## src/rtl/uart_tx_arbiter.sv

```systemverilog
// Round-robin arbiter sharing one UART byte transmitter among four requesters.
// Issues the start pulse, tracks tx_busy through the frame, acks the owner and flags dead starts.
module uart_tx_arbiter #(
  parameter int START_TIMEOUT = 16,
  parameter int GAP_CYCLES    = 0
) (
  input  logic        sys_clk,
  input  logic        sys_rst,
  input  logic [3:0]  req,
  input  logic [31:0] req_data,
  output logic [3:0]  ack,
  input  logic        tx_busy,
  output logic        enable_txd,
  output logic [7:0]  data,
  output logic [1:0]  grant_id,
  output logic        timeout_err,
  output logic        idle
);

  typedef enum logic [2:0] {
    IDLE,
    START,
    WAIT_BUSY,
    WAIT_DONE,
    GAP
  } state_t;

  localparam logic [7:0] START_LAST = 8'(START_TIMEOUT - 1);
  localparam logic [7:0] GAP_LAST   = (GAP_CYCLES > 0) ? 8'(GAP_CYCLES - 1) : 8'd0;

  state_t     state;
  state_t     state_nxt;
  logic [7:0] timer;
  logic [1:0] last_grant;
  logic       busy_q;
  logic       grant;
  logic       ack_set;
  logic [1:0] winner;

  // First pending requester after the previous owner; the previous owner itself is tried last.
  function automatic logic [1:0] rr_pick(input logic [3:0] r, input logic [1:0] last);
    logic [1:0] idx;
    logic [1:0] pick;
    pick = last;
    for (int k = 4; k >= 1; k--) begin
      idx = last + 2'(k);
      if (r[idx]) pick = idx;
    end
    return pick;
  endfunction

  assign winner     = rr_pick(req, last_grant);
  assign enable_txd = (state == START);
  assign idle       = (state == IDLE);

  // busy_q keeps IDLE from granting on the very cycle a foreign frame ends.
  always_comb begin
    state_nxt   = state;
    grant       = 1'b0;
    ack_set     = 1'b0;
    timeout_err = 1'b0;
    case (state)
      IDLE: begin
        if ((|req) && !tx_busy && !busy_q) begin
          grant     = 1'b1;
          state_nxt = START;
        end
      end
      START: state_nxt = WAIT_BUSY;
      WAIT_BUSY: begin
        if (tx_busy) begin
          ack_set   = 1'b1;
          state_nxt = WAIT_DONE;
        end else if (timer == START_LAST) begin
          timeout_err = 1'b1;
          state_nxt   = (GAP_CYCLES > 0) ? GAP : IDLE;
        end
      end
      WAIT_DONE: begin
        if (!tx_busy) state_nxt = (GAP_CYCLES > 0) ? GAP : IDLE;
      end
      GAP: begin
        if (timer == GAP_LAST) state_nxt = IDLE;
      end
      default: state_nxt = IDLE;
    endcase
  end

  // The single timer restarts on every state change and saturates instead of wrapping.
  always_ff @(posedge sys_clk) begin
    if (sys_rst) begin
      state      <= IDLE;
      timer      <= 8'd0;
      last_grant <= 2'd3;
      grant_id   <= 2'd0;
      data       <= 8'h00;
      ack        <= 4'b0000;
      busy_q     <= 1'b0;
    end else begin
      state  <= state_nxt;
      busy_q <= tx_busy;
      ack    <= ack_set ? (4'b0001 << grant_id) : 4'b0000;
      if (state_nxt != state) begin
        timer <= 8'd0;
      end else if (timer != 8'hFF) begin
        timer <= timer + 8'd1;
      end
      if (grant) begin
        data       <= req_data[{winner, 3'b000} +: 8];
        grant_id   <= winner;
        last_grant <= winner;
      end
    end
  end

endmodule

```

## config.mk

```make
export PLATFORM = sky130hd
export DESIGN_NAME = uart_tx_arbiter
export DESIGN_NICKNAME = d
export VERILOG_FILES = /design/src/rtl/uart_tx_arbiter.sv
export SDC_FILE = /design/constraint.sdc
export NUM_CORES = 1
export LEC_CHECK = 0
export ABC_AREA = 1
export CAP_MARGIN = 20
export CORE_UTILIZATION = 30
export CTS_CLUSTER_SIZE = 12
export DETAILED_ROUTE_END_ITERATION = 8
export PLACE_DENSITY = 0.67
export SLEW_MARGIN = 30
export SYNTH_ARGS = -nofsm -noshare
export SYNTH_HDL_FRONTEND = slang
export SYNTH_SLANG_ARGS = --single-unit
```

## constraint.sdc

```tcl
create_clock -name sys_clk -period 1.7 [get_ports sys_clk]
set_input_delay 0.255 -clock sys_clk [delete_from_list [all_inputs] [get_ports sys_clk]]
set_output_delay 0.255 -clock sys_clk [all_outputs]
set_load 0.02 [all_outputs]
```

==> implementation parameters <==
Parameter                              Value

Status
  Status    complete, no violations

Setup path
  Capturing instance or port of the critical path    timeout_err
  Data required time of the worst path    1.44 ns
  Startpoint of the most critical register-to-register path    last_grant[0]$_SDFFE_PP1P_
  Internal reg-to-reg setup slack    0.05 ns
  Largest stage delay on the critical path    0.36 ns
  Cell with the biggest individual delay on the critical path    dfxtp_2
  Arr. time, crit path    1.42 ns
  Max FO, Critical Path    2
  Worst setup EP type    output pin
  Endpoint of the worst register-to-register path    data[6]$_SDFFE_PP0P_
  Ordered cell list for the critical path    ha_4, nand2_1, inv_2, nand2_2, nor4_2, buf_4
  Worst reg2reg path depth    13
  Setup Crit Path Kind    register to output pin
  Start point of the critical path    timer[1]$_SDFFE_PP0P_
  Kind of start point of the critical path    register

Route
  Detailed-route via count    2142
  Drt first-iter violations    77
  Total length of routed wires    4940 um
  Number of optimization iterations in the first detailed-route pass    4
  Detailed-route vias per instance    4.64
  Detailed-route DRC error count    0
  Routed WL per cell    10.7 um
  Number of nets with antenna violations after detailed routing    0

Floorplan
  Placeable core area    5990 um^2
  I/O Pins    56
  Core Rows    28
  Effective utilization at floorplan    31.6%
  Die Span X    81.4 um
  Vertical die dimension    81.4 um
  Die Outline Area    6630 um^2

Pwr
  Switching power as a share of total power    35.4%
  Combinational share of power    44.1%
  Internal Dissipation    1.48 mW
  Net load switching power    0.812 mW
  Relative contribution of the clock network to total power    23.3%
  Sequential share of power    32.6%
  LEAKAGE    1.41 nW
  Highest ir drop seen on vdd    364 uV
  P per Cell Area    790 nW/um^2
  Total power    2.29 mW

Global route
  Antenna violations before repair    0
  GRT Residual Overflow    0
  Vias in the first global route    1926
  Maximum number of pins on one net before global-route repair    22
  GRT Util Overall    15.4%
  Global-route wire length before repair    8120 um

STA
  Transition time of the tightest slew-check pin    0.479 ns
  Unrepaired setup endpoints after global routing    true
  Max Slew Vio Count    0
  Final setup TNS    0 ns
  Fin Clk Skew    0.00369 ns
  Finish-stage setup viols    0
  Shortest period the worst path allows    1.68 ns
  Worst hold slack after final layout    0.488 ns
  Number of hold-slack violations in the final timing report    0
  Slew Limit Headroom    67.8%
  Post-route clock period utilization    98.7%
  Fmax achieved    596 MHz

Yosys
  Post-synth cell types    26
  Yosys warns    0
  Post-Synthesis Cells    308
  Synth Cell Area    1890 um^2
  Register bit total from synthesis    28
  Cell accounting for the most synthesized area    dfxtp_1
  Nets in the synthesized netlist    349
  Portion of synthesized cell area occupied by the leading cell type    29.6%
  Leading post-synthesis cells by cell area    dfxtp_1 (30%), nand2_1 (14%), inv_1 (12%)
  Synthesized area per cell    6.14 um^2
  Sequential-to-total area share from yosys stat    29.6%

Layout
  Total non-filler cell area in the finished layout    2900 um^2
  Storage cell area    571 um^2
  Share of final-layout standard cells stronger than drive strength 1    19.6%
  Post-layout net count    429
  Area grow syn2layout    53.4%
  Number of antenna repair diodes    0
  Layout filler cell count    596
  Post-route insts no fill    462
  Footprint of the multi-input gates    1130 um^2

Clock tree
  H-tree depth    1
  Clock Tree Root    clkbuf_8
  Count of clock tree sinks    28
  Deepest clock path buffer count    2
  Insertion delay to the later sink of the worst-skew pair    0.28 ns
  Clock input transition at the sequential cells of the worst setup and hold paths    0.10 ns
  CTS tree    built
  CTS buffer count    3

Place
  Area after detailed placement    2680 um^2
  Number of instances in the placed design    455
  Final Wtd Congestion    0.867
  Total of buffers placed on input and output ports    55
  HPWL after detailed placement    3700 um

Run
  Max capacitance violation total    0

Min path
  Class of the most critical hold timing path    register to register
-- cells in the final DEF (no fill, tap or decap), drive strengths merged, types with 2 or more instances in the layout --
cell and count:
a21oi 6, buf 28, clkbuf 5, clkdlybuf4s50 51
dfxtp 28, ha 2, inv 61, nand2 84
nand3 44, nand3b 9, nand4 2, nor2 45
nor3 5, o211ai 3, o21ai 6, xor2 4
-- cells in the mapped netlist --
cell / number
clkbuf_1: 2
nand3_1: 42
o21ai_1: 1
buf_6: 2
ha_1: 2
buf_8: 1
inv_2: 3
nand4_1: 2
nand2_4: 3
nor4_1: 1
a21oi_1: 6
buf_4: 2
o21ai_0: 4
dfxtp_1: 28
nand2_2: 10
nand3b_1: 9
nand2_1: 71
buf_2: 1
nor2_2: 1
nor2_1: 44
o21ai_2: 1
o211ai_1: 3
nor3_1: 5
xor2_1: 4
inv_1: 58
nand3_4: 2
-- area by class of cell --
| class | instances | share of cell area, % |
|---|---|---|
| Multi-Input combinational cell | 211 | 39.0 |
| Inverter | 61 | 7.97 |
| Timing Repair Buffer | 83 | 27.7 |
| Sequential cell | 28 | 19.7 |
| Clock buffer | 3 | 1.42 |
| Clock inverter | 1 | 1.03 |
| Tap cell | 75 | 3.23 |
-- worst max-delay path, delay by kind of cell (launching register included) --
family / cells / cell delay (ns)
buffers and inverters: 2 / 0.25
DFF: 1 / 0.36
adders and majority gates: 1 / 0.13
and+or+nand+nor: 3 / 0.40
-- repair_timing --
action	in CTS	in global routing
buffers inserted	3	0
cloned	0	1
endpoints found under the setup margin	11	20
gates resized for setup	18	28
hold buffers	0	0
pin swaps	8	18
-- metrics by stage --
| step | utilization, % | worst slack [ns] |
|---|---|---|
| finish | 48.5 | 0.0224 |
| global route | 48.5 | -0.0678 |
| CTS | 46.8 | -0.00763 |
| detailed placement | 44.7 | -0.281 |
| global placement | 44.7 | -0.258 |
| floorplan | - | 0.0658 |
-- worst min-delay path by stage --
stage,from,endpoint,cells past startpoint
4_1_cts,grant_id[0]$_SDFFE_PP0P_,ack[2]$_SDFF_PP0_,1
6_report,grant_id[0]$_SDFFE_PP0P_,ack[2]$_SDFF_PP0_,1
3_3_place_gp,grant_id[0]$_SDFFE_PP0P_,ack[2]$_SDFF_PP0_,1
3_5_place_dp,grant_id[0]$_SDFFE_PP0P_,ack[2]$_SDFF_PP0_,1
2_1_floorplan,sys_rst,busy_q$_SDFF_PP0_,1
5_1_grt,grant_id[0]$_SDFFE_PP0P_,ack[2]$_SDFF_PP0_,1
-- cells by family (layout without fill, tap and decap cells) --
family / after synthesis / in the layout / synth area share, %
AO/OA/AOI/OAI: 15 / 15 / 4.56
XOR/XNOR: 4 / 4 / 1.85
adder cells (fa/ha/maj): 2 / 2 / 1.32
buffers and inverters: 69 / 148 / 15.5
flip-flops: 28 / 28 / 29.6
AND/OR/NAND/NOR: 190 / 190 / 47.1
-- power by group through the flow --
| stage | Clock (mW) | Combinational [mW] | Sequential (mW) |
|---|---|---|---|
| after detailed placement | 0 | 0.932 | 0.755 |
| after global routing | 0.572 | 1.11 | 0.757 |
| after floorplan | 0 | 0.573 | 0.789 |
| after CTS | 0.554 | 0.966 | 0.746 |
| final | 0.533 | 1.01 | 0.748 |
| after global placement | 0 | 0.919 | 0.754 |
-- flip-flops by register name, summed over array words and instances, names as in the netlist --
signal,count
state,3
last_grant,2
timer,8
ack,4
busy_q,1
grant_id,2
data,8
-- layer usage --
metal	wire length [um]	global-route usage, %
met1	2270	20.0
met2	2390	26.3
met3	215	1.67
met4	56	5.18
met5	0	0
Note: power is estimated with default switching activity, not from simulation.
